<file path="config.mk">
export PLATFORM = sky130hd
export DESIGN_NAME = div_fifo_harness
export DESIGN_NICKNAME = d
export VERILOG_FILES = /design/src/rtl/div_fifo_harness.sv
export SDC_FILE = /design/constraint.sdc
export NUM_CORES = 1
export LEC_CHECK = 0
export CAP_MARGIN = 20
export CORE_UTILIZATION = 48
export DETAILED_ROUTE_END_ITERATION = 10
export GPL_ROUTABILITY_DRIVEN = 0
export PLACE_DENSITY_LB_ADDON = 0.2
export SYNTH_ARGS = -nofsm -noshare
export SYNTH_HDL_FRONTEND = slang
export SYNTH_SLANG_ARGS = --single-unit
</file>
<file path="constraint.sdc">
create_clock -name clk -period 3.79 [get_ports clk]
set_input_delay 1.137 -clock clk [delete_from_list [all_inputs] [get_ports clk]]
set_output_delay 1.137 -clock clk [all_outputs]
set_load 0.05 [all_outputs]
</file>
<file path="src/rtl/div_fifo_harness.sv">
// FIFO-to-divider harness: pops {dividend, divisor}, issues to an external divider, pushes
// {remainder, quotient}. Optional divide-by-zero bypass is compiled in with DIV_ZERO_BYPASS_EN.
module div_fifo_harness #(
  parameter int unsigned W       = 8,
  parameter int unsigned TIMEOUT = 64,
  parameter int unsigned CNT_W   = 16
) (
  input  logic             clk,
  input  logic             reset,
  input  logic [2*W-1:0]   idata,
  input  logic             rdy,
  input  logic             not_full,
  output logic             pop,
  output logic             push,
  output logic [2*W-1:0]   odata,
  output logic             dut_valid,
  output logic [W-1:0]     dut_dividend,
  output logic [W-1:0]     dut_divisor,
  input  logic             dut_done,
  input  logic [W-1:0]     dut_quotient,
  input  logic [W-1:0]     dut_remainder,
  output logic             err_timeout,
  output logic [CNT_W-1:0] txn_cnt
);

  localparam int unsigned WdW = $clog2(TIMEOUT);

  typedef enum logic [2:0] {
    StIdle  = 3'd0,
    StLoad  = 3'd1,
    StIssue = 3'd2,
    StWait  = 3'd3,
    StHold  = 3'd4
  } state_e;

  state_e           state_q, state_d;
  logic             pop_q, pop_d;
  logic             push_q, push_d;
  logic [2*W-1:0]   odata_q, odata_d;
  logic [W-1:0]     dvd_q, dvd_d;
  logic [W-1:0]     dvs_q, dvs_d;
  logic             err_q, err_d;
  logic [CNT_W-1:0] cnt_q, cnt_d;
  logic [WdW-1:0]   wd_q, wd_d;

  logic wd_expired, div_zero, bypass_evt, wait_evt;

  assign wd_expired = (wd_q == WdW'(TIMEOUT - 1));
`ifdef DIV_ZERO_BYPASS_EN
  assign div_zero = (dvs_q == '0);
`else
  assign div_zero = 1'b0;
`endif
  assign bypass_evt = (state_q == StIssue) && div_zero;
  assign wait_evt   = (state_q == StWait) && (dut_done || wd_expired);

  always_ff @(posedge clk) begin
    if (reset) state_q <= StIdle;
    else       state_q <= state_d;
  end

  // LOAD spans two cycles: the pop cycle, then the cycle idata is valid.
  always_comb begin
    state_d = state_q;
    case (state_q)
      StIdle:  if (rdy && not_full) state_d = StLoad;
      StLoad:  if (!pop_q) state_d = StIssue;
      StIssue: begin
        if (bypass_evt) state_d = not_full ? StIdle : StHold;
        else            state_d = StWait;
      end
      StWait:  if (wait_evt) state_d = not_full ? StIdle : StHold;
      StHold:  if (not_full) state_d = StIdle;
      default: state_d = StIdle;
    endcase
  end

  always_comb begin
    pop_d   = 1'b0;
    push_d  = 1'b0;
    odata_d = odata_q;
    dvd_d   = dvd_q;
    dvs_d   = dvs_q;
    err_d   = err_q;
    wd_d    = wd_q;
    cnt_d   = cnt_q + CNT_W'(push_q);
    case (state_q)
      StIdle:  pop_d = rdy && not_full;
      StLoad:  if (!pop_q) {dvd_d, dvs_d} = idata;
      StIssue: begin
        wd_d = '0;
        if (bypass_evt) begin
          odata_d = {dvd_q, {W{1'b1}}};
          push_d  = not_full;
        end
      end
      StWait: begin
        wd_d = wd_q + 1'b1;
        // A coincident dut_done takes priority over the watchdog.
        if (dut_done) begin
          odata_d = {dut_remainder, dut_quotient};
          push_d  = not_full;
        end else if (wd_expired) begin
          odata_d = '1;
          err_d   = 1'b1;
          push_d  = not_full;
        end
      end
      StHold:  push_d = not_full;
      default: ;
    endcase
  end

  always_ff @(posedge clk) begin
    if (reset) begin
      pop_q   <= 1'b0;
      push_q  <= 1'b0;
      odata_q <= '0;
      dvd_q   <= '0;
      dvs_q   <= '0;
      err_q   <= 1'b0;
      cnt_q   <= '0;
      wd_q    <= '0;
    end else begin
      pop_q   <= pop_d;
      push_q  <= push_d;
      odata_q <= odata_d;
      dvd_q   <= dvd_d;
      dvs_q   <= dvs_d;
      err_q   <= err_d;
      cnt_q   <= cnt_d;
      wd_q    <= wd_d;
    end
  end

  assign pop          = pop_q;
  assign push         = push_q;
  assign odata        = odata_q;
  assign dut_valid    = (state_q == StIssue) && !div_zero;
  assign dut_dividend = dvd_q;
  assign dut_divisor  = dvs_q;
  assign err_timeout  = err_q;
  assign txn_cnt      = cnt_q;

endmodule

</file>
==> results.md, run 1 <==
Setup path:
- STA puts the critical path data required time at between 2 and 3 ns.
- For this design, the slowest cell found on the critical path is sky130_fd_sc_hd__clkdlybuf4s50_1.
- Traced cell by cell, the critical path runs through nand2b_4 > nor2_1 > clkdlybuf4s50_1.
- The type of the worst setup path is register to primary output.
- In this run the worst path has a maximum fanout of 17.
- The longest individual stage delay on the worst path is roughly 0.80 ns.
- In this run the worst setup path begins at state_q[1]$_SDFFE_PP0P_.
- The kind of start point of the critical path is a register.
- The arrival time of the worst setup path is 2.09 ns.
- The beginning of the worst register-to-register path is state_q[1]$_SDFFE_PP0P_.
- The endpoint class of the critical path is a primary output.

Synth:
- The number of nets in the synthesized netlist is 303.
- In this run the mean area of a mapped cell was about 9.4 sq um.
- Yosys printed 0 warnings.
- The share of the synthesized area in the top cell type is 0.483.
- The synthesized design spends more area on one cell type than any other, namely sky130_fd_sc_hd__dfxtp_1.
- For this run, the register share of the synthesized area comes to 0.483.
- The cell area after synthesis is 2480 sq um.
- The count of different cell masters after synthesis is 41.
- Ranked by total cell area, the synthesized netlist is headed by sky130_fd_sc_hd__dfxtp_1 48%, sky130_fd_sc_hd__o221a_2 7.3%, sky130_fd_sc_hd__nand2_1 6.6%.
- The post-synthesis instance total is 263.
- The number of synthesized register bits is 60.

Drt:
- For this run, the detailed router's first-pass iteration total came to 4.
- The overall via count from detail_route is 2249.
- In this run the remaining antenna-violating nets after routing total 0.
- Wires add up to 5760 um.
- The residual DRC count is 0.
- Dividing the detail-routed wire length by the instance count gives 13.7 um.
- Dividing the detail-routed via count by the number of cells gives 5.35.
- In this run, the number of DRC markers left after iteration 0 of detailed routing was 96.

Clock network:
- The number of gates given a new drive strength after cts is 0.
- TritonCTS created 9 clock buffers.
- The number of hold buffers added after CTS is 0.
- The clock sink count is 60.
- The maximum buffer depth of the clock tree is 2.
- After clock tree synthesis, the clock-pin slew on the worst setup and hold paths is roughly 0.06 ns.
- At the later pin of the worst-skew pair, clock insertion delay measures 0.34 ns.
- CTS placed an instance of sky130_fd_sc_hd__clkbuf_8 at the clock tree root.
- The number of buffers inserted to repair setup after CTS is 0.
- The total number of H-tree levels is 3.
- TritonCTS built the clock tree.

Flow run:
- The number of max-capacitance violations reported is 0.

Floorplan:
- 89 I/O pins were placed.
- After floorplanning, the core was sized to cover 4850 sq um.
- In this run the vertical extent of the chip is 74.0 um.
- The starting density of the core is 0.513.
- The total die area is about 5500 sq um.
- The x dimension of the die is 74.0 um.
- The floorplan has 25 rows.

Finish:
- The most common cell after layout, fill and taps aside is sky130_fd_sc_hd__clkdlybuf4s50_1.
- The top cell types in the final layout, fill and taps aside, are 88 x sky130_fd_sc_hd__clkdlybuf4s50_1, 60 x sky130_fd_sc_hd__dfxtp_1, 44 x sky130_fd_sc_hd__nand2_1, 26 x sky130_fd_sc_hd__a21oi_1, 16 x sky130_fd_sc_hd__o221a_2.
- The number of nets in the layout is roughly 390.
- Summing all multi-input logic gate instances after layout gives 1170 sq um.
- The filler cells instantiated in the layout total roughly 360.
- For this run, the share of the core covered by cells in the final layout is 0.745.
- Across the whole layout, storage elements account for 1200 sq um.
- The area growth from synthesis to layout is 45.4%.
- Of the cells placed in the final design, the portion with a size suffix greater than 1 is 0.133.
- 0 antenna diodes ended up in the layout.

Global routing:
- Entering global routing, the biggest net connects 27 pins.
- The number of global-route vias before repair is 2024.
- The initial antenna violation count is 0.
- The global-route wire length before repair is 9030 um.
- The total global-route track usage is 0.217.
- For this run the aggregate overflow at the end of global routing stands at 0.

STA:
- Dividing the final minimum period by the clock period gives 0.852.
- The highest clock frequency the design can meet is approximately 310 MHz.
- For the pin with the worst max-slew slack, the measured transition is 0.937 ns.
- Setup repair after global routing left no endpoint under its margin.
- The final critical path time including I/O delays and setup is around 3.2 ns.
- The setup clock skew after layout is 0.00668 ns.
- Summed over all failing endpoints, the final setup total negative slack is 0 ns.
- The final hold violation count is 0.
- Setup violations remaining at the end of the flow were counted as 0.
- The final number of max-transition violations is 0.
- The normalized max-slew margin is 0.373.

Pwr:
- Summed over all cells, the static leakage comes to 1.31 nW.
- The cell area power density is 434 nW/um^2.
- The largest vdd supply drop is 260 uV.

Outcome:
- The flow ran to the end, and the final reports show no timing, DRC or antenna violations.

Min path:
- The type of the most critical hold path is register to register.
- The startpoint of the most critical hold path is dut_divisor[4]$_SDFFE_PP0P_.

Placed design:
- The count of buffers added on input and output ports is 88.
- After legalization and detailed placement, the total HPWL measured 3820 um.
## cell usage after synthesis
| library cell | number |
|---|---|
| sky130_fd_sc_hd__clkbuf_2 | 1 |
| sky130_fd_sc_hd__mux2_2 | 5 |
| sky130_fd_sc_hd__clkbuf_1 | 9 |
| sky130_fd_sc_hd__or4b_2 | 1 |
| sky130_fd_sc_hd__nand4b_1 | 1 |
| sky130_fd_sc_hd__nand2_1 | 44 |
| sky130_fd_sc_hd__ha_1 | 3 |
| sky130_fd_sc_hd__o221a_2 | 16 |
| sky130_fd_sc_hd__a31oi_1 | 1 |
| sky130_fd_sc_hd__o211a_1 | 1 |
| sky130_fd_sc_hd__nor4b_2 | 1 |
| sky130_fd_sc_hd__o211ai_1 | 1 |
| sky130_fd_sc_hd__nor4_1 | 7 |
| sky130_fd_sc_hd__nor3b_1 | 3 |
| sky130_fd_sc_hd__a311oi_1 | 2 |
| sky130_fd_sc_hd__dfxtp_1 | 60 |
| sky130_fd_sc_hd__buf_6 | 4 |
| sky130_fd_sc_hd__o21bai_1 | 1 |
| sky130_fd_sc_hd__o21ai_0 | 7 |
| sky130_fd_sc_hd__mux2i_1 | 2 |
| sky130_fd_sc_hd__xnor2_1 | 1 |
| sky130_fd_sc_hd__nand4b_2 | 1 |
| sky130_fd_sc_hd__nor2_1 | 11 |
| sky130_fd_sc_hd__nand3_1 | 11 |
| sky130_fd_sc_hd__or2_2 | 1 |
| sky130_fd_sc_hd__nor2b_1 | 9 |
| sky130_fd_sc_hd__o21a_1 | 2 |
| sky130_fd_sc_hd__nand3b_1 | 1 |
| sky130_fd_sc_hd__o31ai_1 | 3 |
| sky130_fd_sc_hd__inv_1 | 4 |
| sky130_fd_sc_hd__nor4bb_1 | 2 |
| sky130_fd_sc_hd__xor2_1 | 2 |
| sky130_fd_sc_hd__buf_2 | 2 |
| sky130_fd_sc_hd__nand4_1 | 4 |
| sky130_fd_sc_hd__a21oi_1 | 26 |
| sky130_fd_sc_hd__buf_1 | 2 |
| sky130_fd_sc_hd__o41ai_4 | 1 |
| sky130_fd_sc_hd__or3_1 | 4 |
| sky130_fd_sc_hd__a211oi_1 | 1 |
| sky130_fd_sc_hd__nand2b_4 | 1 |
| sky130_fd_sc_hd__or4_1 | 4 |
## registers in the layout, summed over array words and instances (netlist names)
name / count
err_timeout: 1
dut_dividend: 8
dut_divisor: 8
odata: 16
wd_q: 6
push: 1
state_q: 3
txn_cnt: 16
pop: 1
## cell families (layout without fill, tap and decap cells)
group / Yosys count / count (layout) / share of synthesized area
AOI/OAI and AO/OA: 62 / 62 / 0.188
xor gates and xnor gates: 3 / 3 / 0.0106
adders and majority gates: 3 / 3 / 0.0151
buffers and inverters: 22 / 112 / 0.0468
DFF: 60 / 60 / 0.483
muxes: 7 / 7 / 0.0307
and+or+nand+nor: 106 / 106 / 0.226
## worst max-delay path: cells and delay by family, from the launching register on
family        cells  cell delay, ns
flops             1            0.66
buf+inv           1            0.80
simple gates      2            0.29
## per-layer routing
layer,global-route usage,share of wire,vias up
li1,-,-,1127
met1,0.268,0.46,1033
met2,0.333,0.43,78
met3,0.0867,0.088,11
met4,0.0962,0.017,0
met5,0,0,-
## where the power goes
| part | leakage, nW | internal [mW] | switching, mW |
|---|---|---|---|
| clock network | 0.112 | 0.407 | 0.255 |
| registers | 0.485 | 0.653 | 0.0170 |
| logic | 0.710 | 0.0974 | 0.138 |
| total | 1.31 | 1.16 | 0.410 |
## cell type report
type / count / area share
Sequential cell: 60 / 0.332
Clock buffer: 11 / 0.0419
Timing Repair Buffer: 92 / 0.252
Inverter: 4 / 0.00416
Multi-Input combinational cell: 181 / 0.323
Clock inverter: 5 / 0.0232
Tap cell: 67 / 0.0232
## per-stage QoR
stage	total power, mW	instances	setup slack, ns	hold slack, ns	cell area, sq um
floorplan	0.834	263	1.37	0.462	2480
finish	1.57	420	0.562	0.454	3610
detailed placement	0.919	404	0.926	0.447	3380
global placement	0.917	404	0.942	0.441	3380
CTS	1.57	420	0.563	0.456	3610
global route	1.62	420	0.472	0.465	3610
## path summary, 6_finish.rpt
kind / slack, ns / depth (start not counted) / to
min: 0.45 / 2 / dut_divisor[4]$_SDFFE_PP0P_
max: 0.56 / 3 / dut_valid
max reg2reg: 1.64 / 3 / odata[14]$_SDFFE_PP0P_
min reg2reg: 0.45 / 2 / dut_divisor[4]$_SDFFE_PP0P_
Power figures use the tool's default switching activity.
==> inputs of run 2 (changes only) <==
Settings changed: SETUP_SLACK_MARGIN set to 0.1, SLEW_MARGIN set to 20.
==> results of run 2 <==
Final layout, timing and power as in run 1 (identical DEF).
==> inputs of run 3 (changes only) <==
Settings changed: CORE_MARGIN set to 5.
==> run 3 against run 2 <==
  * Clock skew is 0.00090 ns higher
  * Combinational power decreased by 3%
  * Non-clock buffer count down 2
  * Global-route usage shrank 3.0 points
  * Clock power down 19%
  * Design area down 1.9%
  * Cell count is 0.48% lower
  * Critical path type unchanged
  * Highest routed layer unchanged
==> results.md, run 3 (synthesized netlist as in run 1, its figures left out) <==
Global routing:
- The global-route wire length before repair is 9730 um (+7.7%).
- The pin count of the biggest net entering global routing is 42 (+56%).
- The met2 track demand over resource is 0.292 (-0.0417).
- The met1 routing resource usage after global routing is 0.229 (-0.0392).
- The number of global-route vias before repair came to 2135 (+5.5%).
- The total global-route track usage is 0.186 (-0.0304).
- The final global-route overflow total came to 0 (unchanged).
- The met3 layer usage reported by global route is 0.0735 (-0.0133).
- The initial antenna violation count is 0 (unchanged).
- After global routing, the most crowded layer is met2.

Floorplan:
- The vertical die dimension came to 82.0 um (+11%).
- The x dimension of the die is 82.0 um (+11%).
- The core area is 5070 sq um (+4.7%).
- The starting density of the core is 0.490 (-0.0229).
- The I/O pin total is 89 (unchanged).
- The total die area was 6720 sq um (+23%).
- The total number of placement rows is 26 (+4.0%).

STA:
- The final critical path time including I/O delays and setup was 3.21 ns (-0.0222 ns).
- The pin slew with the least headroom to its limit was 0.927 ns (-0.00959 ns).
- The setup clock skew after layout is 0.00758 ns (+0.000904 ns).
- The normalized max-slew margin is 0.380 (+0.00641).
- Setup repair after global routing left no endpoint under its margin.
- The highest clock frequency the design can meet is 312 MHz (+0.69%).
- The final sum of negative setup slack came to 0 ns (unchanged).
- The final number of max-transition violations is 0 (unchanged).
- The number of setup violations in the final report is 0 (unchanged).
- The final worst-path cycle share is 0.846 (-0.00585).
- The final hold violation count is 0 (unchanged).

Setup path:
- The top fanout value on the critical path is 17 (unchanged).
- The required time at the endpoint of the critical path is 2.65 ns (about the same).
- STA classifies the critical path endpoint as a primary output.
- The arrival time of the worst setup path is 2.07 ns (-0.02 ns).
- The kind of start point of the critical path is a register.
- The critical path in this run is classified as register to primary output.
- The worst-case reg-to-reg path depth is 3 (unchanged).

Outcome:
- The run finished with clean final reports.

Placed design:
- The number of I/O port buffers is 88 (unchanged).
- The placed standard-cell area is 3370 sq um (-0.33%).
- The HPWL after detailed placement was 4180 um (+9.4%).

Finish:
- The most common cell after layout, fill and taps aside is sky130_fd_sc_hd__clkdlybuf4s50_1.
- The combined area of the multi-input logic cells came to 1170 sq um (unchanged).
- The ratio of cells with drive above 1 in the final layout is 0.121 (-0.0125).
- The final-layout fill cell count came to 409 (+13%).
- The final instance area is 3540 sq um (-1.9%).
- The number of nets in the layout came to 386 (-0.52%).
- The total inserted antenna cells is 0 (unchanged).
- The final standard cell utilization of the core came to 0.698 (-0.0468).
- The top cell types in the final layout, fill and taps aside, are 88 x sky130_fd_sc_hd__clkdlybuf4s50_1, 60 x sky130_fd_sc_hd__dfxtp_1, 44 x sky130_fd_sc_hd__nand2_1, 26 x sky130_fd_sc_hd__a21oi_1, 16 x sky130_fd_sc_hd__o221a_2.
- The area taken by flip-flops and latches is 1200 sq um (unchanged).
- Relative to the synthesized area, the layout overhead comes to 42.6%.

Pwr:
- The reported net switching power is 0.383 mW (-6.5%).
- The proportion of total power due to net switching was 0.266 (+0.00459).
- The cell area power density is 406 nW/um^2 (-6.4%).
- The largest vdd supply drop came to 320 uV (+23%).
- The share of power burned in registers came to 0.470 (+0.042).
- The total internal power was 1.06 mW (-8.7%).
- The relative contribution of the clock network to total power is 0.372 (-0.050).
- The share of total power in combinational logic was 0.158 (+0.008).
- The reported leakage power came to 1.28 nW (-2.1%).

Min path:
- The worst hold path depth came to 2 (unchanged).
- The type of the most critical hold path is register to register.

Drt:
- The iteration-0 DRC count of the detailed router came to 106 (+10%).
- The overall via count from detail_route is 2237 (-0.53%).
- The residual DRC count is 0 (unchanged).
- The post-detailed-route via-to-cell ratio is 5.35 (about the same).
- The number of nets with antenna violations after detailed routing is 0 (unchanged).
- The routed length per placed instance is 14.2 um (+3.5%).
- The number of search-and-repair iterations in the first detailed-routing pass is 4 (unchanged).
- The wire length after detailed routing is 5930 um (+3.1%).

Clock network:
- The clock sink count came to 60 (unchanged).
- The number of buffers inserted to repair setup after CTS is 0 (unchanged).
- The clock transition at the registers of the reported paths is 0.06 ns (about the same).
- The total number of H-tree levels was 3 (unchanged).
- TritonCTS built the clock tree.
- The maximum buffer depth of the clock tree was 2 (unchanged).
- The total clock buffers created by CTS was 9 (unchanged).
- The number of gates given a new drive strength after cts was 0 (unchanged).
- The number of hold buffers added after CTS is 0 (unchanged).
- The clock insertion delay at the later pin of the skew report came to 0.32 ns (-0.02 ns).
- The cell sitting at the root of the clock tree is a sky130_fd_sc_hd__clkbuf_8.

Flow run:
- The number of max-capacitance violations reported is 0 (unchanged).
run 3: changes by cell type in the layout (fill, tap and decap cells not counted), sizes merged:
cell	delta
clkinvlp	-2
clkinv	+1
buf	-2
clkbuf	-1
bufinv	-1
run 3: metrics by stage:
step | hold WS [ns] | instances | setup WS [ns] | power, mW
6_report | 0.452 | 418 | 0.584 | 1.44
4_1_cts | 0.456 | 418 | 0.574 | 1.45
5_1_grt | 0.487 | 418 | 0.461 | 1.50
3_3_place_gp | 0.441 | 405 | 0.932 | 0.915
2_1_floorplan | 0.462 | 263 | 1.37 | 0.834
3_5_place_dp | 0.447 | 405 | 0.918 | 0.919
run 3: worst paths after layout:
path,to,startpoint,slack (ns)
setup reg to reg,odata[1]$_SDFFE_PP0P_,state_q[1]$_SDFFE_PP0P_,1.66
setup / recovery,dut_valid,state_q[1]$_SDFFE_PP0P_,0.58
hold reg to reg,dut_dividend[5]$_SDFFE_PP0P_,dut_dividend[5]$_SDFFE_PP0P_,0.45
hold / removal,dut_dividend[5]$_SDFFE_PP0P_,dut_dividend[5]$_SDFFE_PP0P_,0.45
run 3: worst max-delay path, stage by stage (launching register included):
cell                              delay, ns
sky130_fd_sc_hd__dfxtp_1               0.67
sky130_fd_sc_hd__nand2b_4              0.16
sky130_fd_sc_hd__nor2_1                0.11
sky130_fd_sc_hd__clkdlybuf4s50_1       0.81
run 3: cell type report:
cell class,instances,share of cell area
clock buffer,10,0.0388
multi-input combinational,181,0.329
sequential,60,0.339
tap,70,0.0247
clock inverter,3,0.0113
inverter,4,0.00424
timing repair buffer,90,0.253
run 3: power groups by stage:
stage,clock [mW],sequential (mW),combinational [mW]
after CTS,0.546,0.677,0.229
after global routing,0.579,0.681,0.242
after floorplan,0,0.744,0.0902
after global placement,0,0.690,0.225
after detailed placement,0,0.691,0.228
final,0.535,0.677,0.227
run 3: metal layers:
metal / vias up / wire length, um
met4: 0 / 76
li1: 1122 / -
met3: 7 / 587
met2: 73 / 2570
met1: 1035 / 2700
met5: - / 0
